--- src/rtl/mdu_pkg.sv ---
// Shared constants for the multiply/divide unit: word width, op codes and
// FSM state encodings.
package mdu_pkg;

  localparam int WORD_WIDTH  = 32;
  localparam int MDUOP_WIDTH = 3;

  // Encoding 0 and 5..7 are "no operation" and are ignored by the unit.
  localparam logic [MDUOP_WIDTH-1:0] MDU_OP_NONE  = 3'd0;
  localparam logic [MDUOP_WIDTH-1:0] MDU_OP_MULT  = 3'd1;
  localparam logic [MDUOP_WIDTH-1:0] MDU_OP_MULTU = 3'd2;
  localparam logic [MDUOP_WIDTH-1:0] MDU_OP_DIV   = 3'd3;
  localparam logic [MDUOP_WIDTH-1:0] MDU_OP_DIVU  = 3'd4;

  typedef enum logic [1:0] {
    MDU_IDLE = 2'd0,
    MDU_CALC = 2'd1,
    MDU_FIX  = 2'd2
  } mdu_state_t;

  function automatic logic mdu_op_valid(input logic [MDUOP_WIDTH-1:0] op);
    return (op == MDU_OP_MULT) || (op == MDU_OP_MULTU) ||
           (op == MDU_OP_DIV)  || (op == MDU_OP_DIVU);
  endfunction

endpackage

--- src/rtl/mdu_iter_core.sv ---
// One-bit-per-cycle shift datapath shared by multiply and divide.
// A single 2W-bit accumulator holds {upper, lower}:
//   multiply: upper = partial product, lower = remaining multiplier bits;
//   divide:   upper = partial remainder, lower = dividend bits / quotient.
// Operands are unsigned magnitudes; sign handling lives in the top level.
module mdu_iter_core #(
  parameter int W = 32
) (
  input  logic           clk,
  input  logic           rst_n,
  input  logic           load,
  input  logic           step,
  input  logic           is_div,
  input  logic [W-1:0]   a,
  input  logic [W-1:0]   b,
  output logic [2*W-1:0] acc
);

  logic [W-1:0] opb;
  logic         mode_div;
  logic [W:0]   mul_sum;
  logic [W:0]   div_shift;
  logic [W:0]   div_trial;

  // Step arithmetic: shift-add for multiply, W+1-bit trial subtract for divide.
  always_comb begin
    mul_sum   = {1'b0, acc[2*W-1:W]} + (acc[0] ? {1'b0, opb} : '0);
    div_shift = acc[2*W-1:W-1];
    div_trial = div_shift - {1'b0, opb};
  end

  // Accumulator, held operand and mode; loaded at start, advanced once per step.
  always_ff @(posedge clk or negedge rst_n) begin
    if (!rst_n) begin
      acc      <= '0;
      opb      <= '0;
      mode_div <= 1'b0;
    end else if (load) begin
      // Multiply shifts the multiplier out of the bottom; divide shifts the
      // dividend out of the top of the lower half.
      acc      <= {{W{1'b0}}, (is_div ? a : b)};
      opb      <= is_div ? b : a;
      mode_div <= is_div;
    end else if (step) begin
      if (!mode_div) begin
        acc <= {mul_sum, acc[W-1:1]};
      end else if (!div_trial[W]) begin
        acc <= {div_trial[W-1:0], acc[W-2:0], 1'b1};
      end else begin
        acc <= {div_shift[W-1:0], acc[W-2:0], 1'b0};
      end
    end
  end

endmodule

--- src/rtl/mdu.sv ---
// Iterative multiply/divide unit owning the architectural HI/LO registers.
// Handshake: start is sampled only in IDLE with a valid op and no flush;
// busy is high from the cycle after acceptance through the FIX cycle;
// done pulses for one cycle when HI/LO have just been written. All outputs
// come straight from registers.
module mdu
  import mdu_pkg::*;
#(
  parameter int W     = WORD_WIDTH,
  parameter int CNT_W = $clog2(W+1)
) (
  input  logic                   clk,
  input  logic                   rst_n,
  input  logic                   start,
  input  logic [MDUOP_WIDTH-1:0] mdu_op,
  input  logic [W-1:0]           op1,
  input  logic [W-1:0]           op2,
  input  logic                   flush,
  input  logic                   wr_hi,
  input  logic                   wr_lo,
  input  logic [W-1:0]           wr_data,
  output logic                   busy,
  output logic                   done,
  output logic [W-1:0]           hi,
  output logic [W-1:0]           lo,
  output logic                   div_by_zero
);

  mdu_state_t     state, state_nxt;
  logic           load, step, fix_wr;
  logic [CNT_W-1:0] cnt;
  logic           is_div_q, res_neg, rem_neg, dbz_pend;
  logic [W-1:0]   op1_raw;
  logic           op_is_div, op_is_signed;
  logic [W-1:0]   a_abs, b_abs;
  logic [2*W-1:0] acc;
  logic [2*W-1:0] prod_fix;
  logic [W-1:0]   quot_fix, rem_fix;

  // Operand decode and magnitudes for the unsigned core.
  always_comb begin
    op_is_div    = (mdu_op == MDU_OP_DIV) || (mdu_op == MDU_OP_DIVU);
    op_is_signed = (mdu_op == MDU_OP_MULT) || (mdu_op == MDU_OP_DIV);
    a_abs        = (op_is_signed && op1[W-1]) ? -op1 : op1;
    b_abs        = (op_is_signed && op2[W-1]) ? -op2 : op2;
  end

  mdu_iter_core #(.W(W)) u_core (
    .clk    (clk),
    .rst_n  (rst_n),
    .load   (load),
    .step   (step),
    .is_div (op_is_div),
    .a      (a_abs),
    .b      (b_abs),
    .acc    (acc)
  );

  // Sign correction of the raw magnitude results.
  always_comb begin
    prod_fix = res_neg ? -acc : acc;
    quot_fix = res_neg ? -acc[W-1:0] : acc[W-1:0];
    rem_fix  = rem_neg ? -acc[2*W-1:W] : acc[2*W-1:W];
  end

  // State register.
  always_ff @(posedge clk or negedge rst_n) begin
    if (!rst_n) state <= MDU_IDLE;
    else        state <= state_nxt;
  end

  // Next state and datapath controls; flush wins over every transition.
  always_comb begin
    state_nxt = state;
    load      = 1'b0;
    step      = 1'b0;
    fix_wr    = 1'b0;
    case (state)
      MDU_IDLE: begin
        if (start && mdu_op_valid(mdu_op) && !flush) begin
          load      = 1'b1;
          state_nxt = MDU_CALC;
        end
      end
      MDU_CALC: begin
        step = 1'b1;
        if (flush)                   state_nxt = MDU_IDLE;
        else if (cnt == CNT_W'(1))   state_nxt = MDU_FIX;
      end
      MDU_FIX: begin
        state_nxt = MDU_IDLE;
        fix_wr    = !flush;
      end
      default: state_nxt = MDU_IDLE;
    endcase
  end

  // Per-operation context captured at acceptance, plus the iteration counter.
  always_ff @(posedge clk or negedge rst_n) begin
    if (!rst_n) begin
      cnt      <= '0;
      is_div_q <= 1'b0;
      res_neg  <= 1'b0;
      rem_neg  <= 1'b0;
      dbz_pend <= 1'b0;
      op1_raw  <= '0;
    end else if (load) begin
      cnt      <= CNT_W'(W);
      is_div_q <= op_is_div;
      res_neg  <= op_is_signed && (op1[W-1] ^ op2[W-1]);
      rem_neg  <= op_is_signed && op_is_div && op1[W-1];
      dbz_pend <= op_is_div && (op2 == '0);
      op1_raw  <= op1;
    end else if (step) begin
      cnt <= cnt - CNT_W'(1);
    end
  end

  // HI/LO: MTHI/MTLO only while idle, result write from FIX.
  always_ff @(posedge clk or negedge rst_n) begin
    if (!rst_n) begin
      hi <= '0;
      lo <= '0;
    end else if (fix_wr) begin
      if (!is_div_q) begin
        {hi, lo} <= prod_fix;
      end else if (dbz_pend) begin
        hi <= op1_raw;
        lo <= '1;
      end else begin
        hi <= rem_fix;
        lo <= quot_fix;
      end
    end else if (state == MDU_IDLE) begin
      if (wr_hi) hi <= wr_data;
      if (wr_lo) lo <= wr_data;
    end
  end

  // Handshake outputs and the sticky divide-by-zero flag.
  always_ff @(posedge clk or negedge rst_n) begin
    if (!rst_n) begin
      done        <= 1'b0;
      div_by_zero <= 1'b0;
    end else begin
      done <= fix_wr;
      if (load)        div_by_zero <= 1'b0;
      else if (fix_wr) div_by_zero <= dbz_pend;
    end
  end

  assign busy = (state != MDU_IDLE);

endmodule

--- config.mk ---
export PLATFORM = sky130hd
export DESIGN_NAME = mdu
export DESIGN_NICKNAME = d
export VERILOG_FILES = /design/src/rtl/mdu_pkg.sv /design/src/rtl/mdu_iter_core.sv /design/src/rtl/mdu.sv
export SDC_FILE = /design/constraint.sdc
export NUM_CORES = 1
export LEC_CHECK = 0
export ABC_AREA = 1
export BUFFER_PORTS_ARGS = -buffer_cell sky130_fd_sc_hd__buf_2
export CAP_MARGIN = 20
export CORE_MARGIN = 2
export CORE_UTILIZATION = 45
export DETAILED_ROUTE_END_ITERATION = 10
export GPL_TIMING_DRIVEN = 0
export PLACE_DENSITY = 0.66
export SLEW_MARGIN = 5
export SYNTH_ARGS = -nofsm -noshare
export SYNTH_HDL_FRONTEND = slang
export SYNTH_SLANG_ARGS = --single-unit
export TNS_END_PERCENT = 1
--- constraint.sdc ---
create_clock -name clk -period 4.23 [get_ports clk]
set_input_delay 0 -clock clk [delete_from_list [all_inputs] [get_ports clk]]
set_output_delay 0 -clock clk [all_outputs]
set_load 0.01 [all_outputs]
==> results by group, run 1 <==
Run status
  – Status: finished, final reports clean

Die
  – Die Span Y: around 220 um
  – Die ar.: 46900 um2
  – Core Area: 44400 um2
  – # IOs: 172
  – Initial Utilization: 45.8%
  – Die extent in x: 217 um
  – Row cnt: 77

STA
  – Minimum clock period after layout: 3.53 ns
  – Worst-margin pin slew: 1.18 ns
  – Skew final: 0.0194 ns
  – Slew margin rel.: 21.3%
  – Final setup violation count: 0
  – Hold Fails Final Rpt: 0
  – Max Fclk: 0.284 GHz
  – Total negative slack: 0 ns
  – Final clock period utilization by the worst path: 83.4%
  – Final WS setup: 0.703 ns
  – Slew Viols, Final: 0
  – RSZ-0062 raised after global routing: no

Logic synthesis
  – Unique masters post-synth: 47
  – Synth Flop Type: dfrtp_1
  – Synthesized area per cell: 5.81 um2
  – Number of synthesized flops with an enable pin: 0
  – #FFs+latches synth: slightly above 200
  – Yosys warnings: 0
  – Register area share after synthesis: 25.3%
  – Mapped Cells: 3503
  – Asr flop ratio synth: 100%
  – Synthesized Nets: 3680
  – Netlist Area Pre-Place: 20300 um2

Route
  – Antenna-violating nets left: 0
  – DR WL/cell: 22.3 um
  – Vias: 24784
  – Post-route DRC: 0
  – Initial DRT Pass Iterations: 9
  – Via density: 5.61
  – Wirelength, routed: just under 100000 um
  – DR iter-0 viols: 2905

Global route
  – Total grt overflow: 0
  – Largest net degree at the start of global routing: 102
  – Antenna violations before repair: 2
  – Vias in the first global route: approximately 23000
  – Total GRT Usage: 41.1%
  – First-pass GRT wire length: around 140000 um

Cells and area
  – Share of cells above drive strength 1: 8.26%
  – Finished Core Util: 53.8%
  – Area growth from synthesis to layout: 17.5%
  – Cell Count, Final, Fillers Out: around 4400
  – Commonest cells after routing, fill and taps aside: nand2_1 (1234), inv_1 (486), nor2_1 (347)
  – FF+latch area: 5150 um2
  – Nets: 3985
  – Multi-input gate area: 12700 um2
  – Antenna fix cells: 0
  – Most common cell after layout, fill and taps aside: nand2_1
  – Filler cell count: 4797

Power and ir drop
  – Peak supply drop: 0.000383 V
  – Power per cell area: around 670 nW/um2
  – P_leak: approximately 13 nW

CTS
  – Clock Latency Late Sink: 0.57 ns
  – Post-CTS Setup Bufs: 0
  – CTS Buf Count: 25
  – Clock Tree Buf Depth: 3
  – H-tree levels: 1
  – Worst-path clk slew: 0.06 ns
  – TritonCTS Sinks: 206
  – CTS tree: yes
  – Clk root buf: clkbuf_16

Flow run
  – Max cap viols: 0

Setup path
  – WP data required: between 4 and 5 ns
  – Arr. time, crit path: 3.98 ns
  – Startpoint types: flip-flop
  – CP Class: flip-flop to flip-flop
  – Crit-path max FO: 10
  – Worst setup EP type: flip-flop

Placement
  – Placed insts: around 4300
  – Routability cong.: 1.13
  – DP Wirelength: 81200 um
  – PortBufs: 171
  – Pre-CTS setup slack: 0.897 ns

Min path
  – Hold crit path type: input port to asynchronous set/reset pin
==> synth_stat cells (9+ instances only) <==
| cell type | n | area share, % |
|---|---|---|
| a21oi_1 | 117 | 2.9 |
| a31oi_1 | 13 | 0.40 |
| buf_2 | 32 | 0.79 |
| clkbuf_1 | 78 | 1.4 |
| dfrtp_1 | 206 | 25 |
| ha_1 | 70 | 4.3 |
| inv_1 | 486 | 9.0 |
| inv_2 | 10 | 0.18 |
| nand2_1 | 1234 | 23 |
| nand2_2 | 15 | 0.46 |
| nand3_1 | 300 | 7.4 |
| nand3b_1 | 15 | 0.55 |
| nand4_1 | 32 | 0.98 |
| nor2_1 | 347 | 6.4 |
| nor2_2 | 14 | 0.43 |
| nor3_1 | 20 | 0.49 |
| o211ai_1 | 66 | 2.4 |
| o21ai_0 | 260 | 6.4 |
| o21ai_1 | 16 | 0.39 |
| o21bai_1 | 10 | 0.37 |
| or2_2 | 9 | 0.28 |
| xnor2_1 | 15 | 0.65 |
| xor2_1 | 65 | 2.8 |
==> repair_timing <==
item,in CTS,in global routing
hold buffers,105,0
hold endpoints to repair,240,0
gates resized for setup,0,0
==> metal layers <==
layer | vias to the layer above | track usage [%] | part of all wire [%]
met4 | 2 | 17.6 | 5.0
met3 | 218 | 7.86 | 11
met5 | - | 0 | 0.013
met1 | 11456 | 58.4 | 43
li1 | 11718 | - | -
met2 | 1390 | 60.6 | 41
==> state kept, by name, summed over array words and instances, names as in the netlist, 2 cells and up <==
name        cells
u_core.acc     64
hi             32
lo             32
op1_raw        32
u_core.opb     32
cnt             6
state           2
==> final cells by class <==
class | instances | area share, %
plain buffers | 125 | 2.38
well taps | 592 | 3.10
repair buffers | 278 | 8.25
clock buffers | 30 | 2.82
inverters | 501 | 7.87
clock inverters | 15 | 0.748
flip-flops and latches | 206 | 21.6
multi-input cells | 2671 | 53.3
==> path summary, 6_finish.rpt <==
check | end | slack (ns) | cells after the start | startpoint
max reg2reg | u_core.acc[59] | 0.70 | 17 | u_core.acc[0]
max | u_core.acc[59] | 0.70 | 17 | u_core.acc[0]
min | u_core.opb[19] | 0.02 | 3 | rst_n
min in group clk | u_core.opb[24] | 0.06 | 5 | op2[24]
max in group asynchronous | u_core.opb[0] | 3.22 | 3 | rst_n
min reg2reg | state[1] | 0.49 | 1 | state[1]
==> worst max-delay path, stage by stage, from the launching register on <==
cell and delay [ns]:
dfrtp_1 0.34, buf_6 0.17, clkbuf_1 0.36, nand2_1 0.09
inv_1 0.07, ha_1 0.33, inv_1 0.17, fa_1 0.49
o21ai_0 0.36, nand3_1 0.14, nand3b_1 0.24, nand2_1 0.11
nand3_1 0.09, nand2_1 0.05, nor2_1 0.18, nor2_1 0.06
nand2_1 0.11, nand2_1 0.05
==> cells by family after synthesis <==
family	synth area share (%)
buffers and inverters	12.0
and+or+nand+nor	40.4
adders and majority gates	4.50
AOI/OAI and AO/OA	14.2
DFF	25.3
xor gates and xnor gates	3.44
==> metrics by stage <==
step	cell area, um2	hold slack, ns	power (mW)
after detailed placement	22000	-0.181	13.1
after global routing	23900	0.0913	17.0
after CTS	23900	0.0497	15.5
after global placement	21900	0.240	13.1
after floorplan	20300	-0.296	9.70
final	23900	0.0158	15.9
==> power by group <==
group	internal (mW)	leakage, nW	switching (mW)
Clock	1.33	0.414	0.971
Combinational	3.17	9.63	6.76
Sequential	2.55	2.52	1.14
No activity file was read; power rests on OpenSTA's default activity.
==> run 2: changes to the inputs <==
- ABC_AREA: 1 -> 0
- PLACE_DENSITY: 0.66 -> 0.69
- clock period: 4.23 -> 3.1 ns (I/O delays scaled with it)
==> results by group, run 2 <==
Setup path
  – Worst R2R Path Depth: 6
  – Worst setup EP type: flip-flop
  – Startpoint types: flip-flop
  – Arr. time, crit path: 3.66 ns
  – Top delay family on crit path: buffers and inverters
  – Critical path cell sequence: clkdlybuf4s15_1, clkbuf_1, clkbuf_1, o211ai_1, o211ai_1, o21ai_0
  – Slowest cell on crit path: clkdlybuf4s15_1
  – Bufs and invs on worst path: 3
  – WP data required: ~3.5 ns
  – Critical path depth in cells: 6
  – CP peak stage delay: around 0.74 ns
  – CP Class: flip-flop to flip-flop
  – Crit-path max FO: 10

Logic synthesis
  – Unique masters post-synth: 79
  – #FFs+latches synth: 206
  – Register area share after synthesis: 29.7%
  – Synthesized-area fraction occupied by adder cells: 5.28%
  – Share of the synthesized area in the top cell type: 29.7%
  – Synth Flop Type: dfrtp_1
  – Mapped Cells: 2259
  – Top cells by count, synth: nand2_1 (382), o21ai_0 (209), dfrtp_1 (206), nor2_1 (191), a21oi_1 (182)
  – Simple-Gate Fraction of Synth Area: between 20 and 25%
  – Compound-cell area share of the yosys netlist: 24.4%
  – Number of synthesized flops with an enable pin: 0
  – Synthesized Nets: 2436
  – Netlist Area Pre-Place: 17300 um2
  – Post-synth top area cell: dfrtp_1
  – Xor/xnor share of the synthesized area: 9.29%
  – Synth top area cells: dfrtp_1 (30%), nand2_1 (8.3%), o21ai_0 (6.0%)
  – Main combinational cell family by area after synthesis: compound AO/OA/AOI/OAI gates
  – Mux cell area share after synthesis: 5.74%
  – Most numerous cell in the Yosys netlist: nand2_1
  – Synthesized area per cell: roughly 7.7 um2
  – Yosys warnings: 0
  – Asr flop ratio synth: 100%

Die
  – Initial Utilization: about 46%
  – Die Span Y: 200 um
  – Die extent in x: 200 um
  – Row cnt: 71
  – Core Area: 37800 um2
  – # IOs: 172
  – Die ar.: about 40000 um2

Placement
  – DP Area: 18900 um2
  – Routability cong.: 1.01
  – PortBufs: approximately 170
  – DP Wirelength: ~58000 um
  – Pre-CTS setup slack: -1.32 ns

CTS
  – TritonCTS Sinks: 206
  – H-tree levels: 1
  – CTS Buf Count: 26
  – CTS tree: yes
  – Worst-path clk slew: around 0.060 ns
  – Clock Latency Late Sink: 0.57 ns
  – Clock Tree Buf Depth: 3
  – Clk root buf: clkbuf_16

Route
  – Antenna-violating nets left: 0
  – DR iter-0 viols: 2378
  – Post-route DRC: 0
  – DR WL/cell: 24.6 um
  – Initial DRT Pass Iterations: 8
  – Via density: 6.25
  – Wirelength, routed: 76200 um
  – Vias: 19353

Cells and area
  – Most common cell after layout, fill and taps aside: nand2_1
  – Most flop-heavy register: u_core.acc
  – Share of cells above drive strength 1: 16.1%
  – Area growth from synthesis to layout: 24.5%
  – Largest register FFs: 64
  – Nets: roughly 2700
  – Antenna fix cells: 0
  – Commonest cells after routing, fill and taps aside: nand2_1 (379), dfrtp_1 (187), nor2_1 (184)
  – Final std cell area, no fill: 21600 um2

STA
  – Hold WS: -0.0122 ns
  – Final clock period utilization by the worst path: 105%
  – Worst-margin pin slew: between 1 and 1.5 ns
  – Minimum clock period after layout: about 3.3 ns
  – RSZ-0062 raised after global routing: yes
  – Slew margin rel.: 29.6%
  – Final setup violation count: 20
  – Slew Viols, Final: 0
  – Skew final: ~0.018 ns
  – Total negative slack: -1.10 ns
  – Final WS setup: -0.150 ns
  – Hold Fails Final Rpt: 1
  – Max Fclk: about 0.3 GHz

Power and ir drop
  – P_leak: a little over 9 nW
  – Power per cell area: 885 nW/um2
  – Peak supply drop: 0.000463 V
  – PnR Total Power: 19.1 mW

Global route
  – Antenna violations before repair: 0
  – First-pass GRT wire length: 113000 um
  – Total grt overflow: 0
  – Total GRT Usage: around 37%
  – Vias in the first global route: 18161
  – Largest net degree at the start of global routing: 94

Min path
  – Hold crit path type: input port to flip-flop
  – Hold path cells: 4

Run status
  – Status: complete, but fails checks
  – Violated checks: hold timing, setup timing

Flow run
  – Max cap viols: 0
==> run 2: repair_timing <==
item,CTS,global route
buffers inserted,13,7
endpoints found under the hold margin,247,0
gates cloned,0,1
setup endpoints to repair,116,77
gates resized for setup,132,102
hold buffers,92,0
pin swaps,17,32
==> run 2: worst paths after layout <==
path	slack [ns]	from	endpoint
worst max-delay path	-0.15	is_div_q	hi[1]
worst min-delay path	-0.01	op2[8]	u_core.acc[8]
worst max register to register	-0.15	is_div_q	hi[1]
worst min register to register	0.48	op1_raw[29]	op1_raw[29]
max in group asynchronous	2.21	rst_n	u_core.acc[36]
min in group asynchronous	0.04	rst_n	lo[18]
==> run 2: cell families after synthesis <==
kind of cell / count (synthesis)
AND/OR/NAND/NOR: 793
AO/OA/AOI/OAI: 679
buffers and inverters: 226
flip-flops: 206
XOR/XNOR: 184
multiplexers: 99
adder cells (fa/ha/maj): 72
==> run 2: layer usage <==
metal / vias to the layer above / track usage (%) / wire length (um)
met5: - / 0 / 0
met4: 0 / 16.2 / 3930
met3: 192 / 5.24 / 7400
met2: 1144 / 55.2 / 32500
met1: 9353 / 52.3 / 32400
li1: 8664 / - / -
==> run 2: cell type report <==
cell class | instances | area [um2]
Sequential cell | 206 | 5180
Timing Repair Buffer | 286 | 2030
Inverter | 71 | 272
Tap cell | 511 | 639
Clock inverter | 11 | 140
Buffer | 147 | 662
Clock buffer | 36 | 749
Fill cell | 3556 | 16300
Multi-Input combinational cell | 1827 | 11900
==> run 2: per-stage QoR <==
stage / util, % / cells
detailed placement: 50.0 / 2943
finish: 57.0 / 3095
global route: 57.0 / 3095
CTS: 56.1 / 3088
floorplan: - / 2259
global placement: 49.8 / 2941
==> run 2: power by group <==
| part | switching [mW] | internal, mW |
|---|---|---|
| combinational | 6.84 | 4.34 |
| clock | 1.31 | 1.93 |
| sequential | 1.19 | 3.49 |
==> run 2: worst register-to-register path: stages (launching register included) <==
cell             delay, ns
dfrtp_1               0.39
clkdlybuf4s15_1       0.74
clkbuf_1              0.69
clkbuf_1              0.57
o211ai_1              0.19
o211ai_1              0.34
o21ai_0               0.17
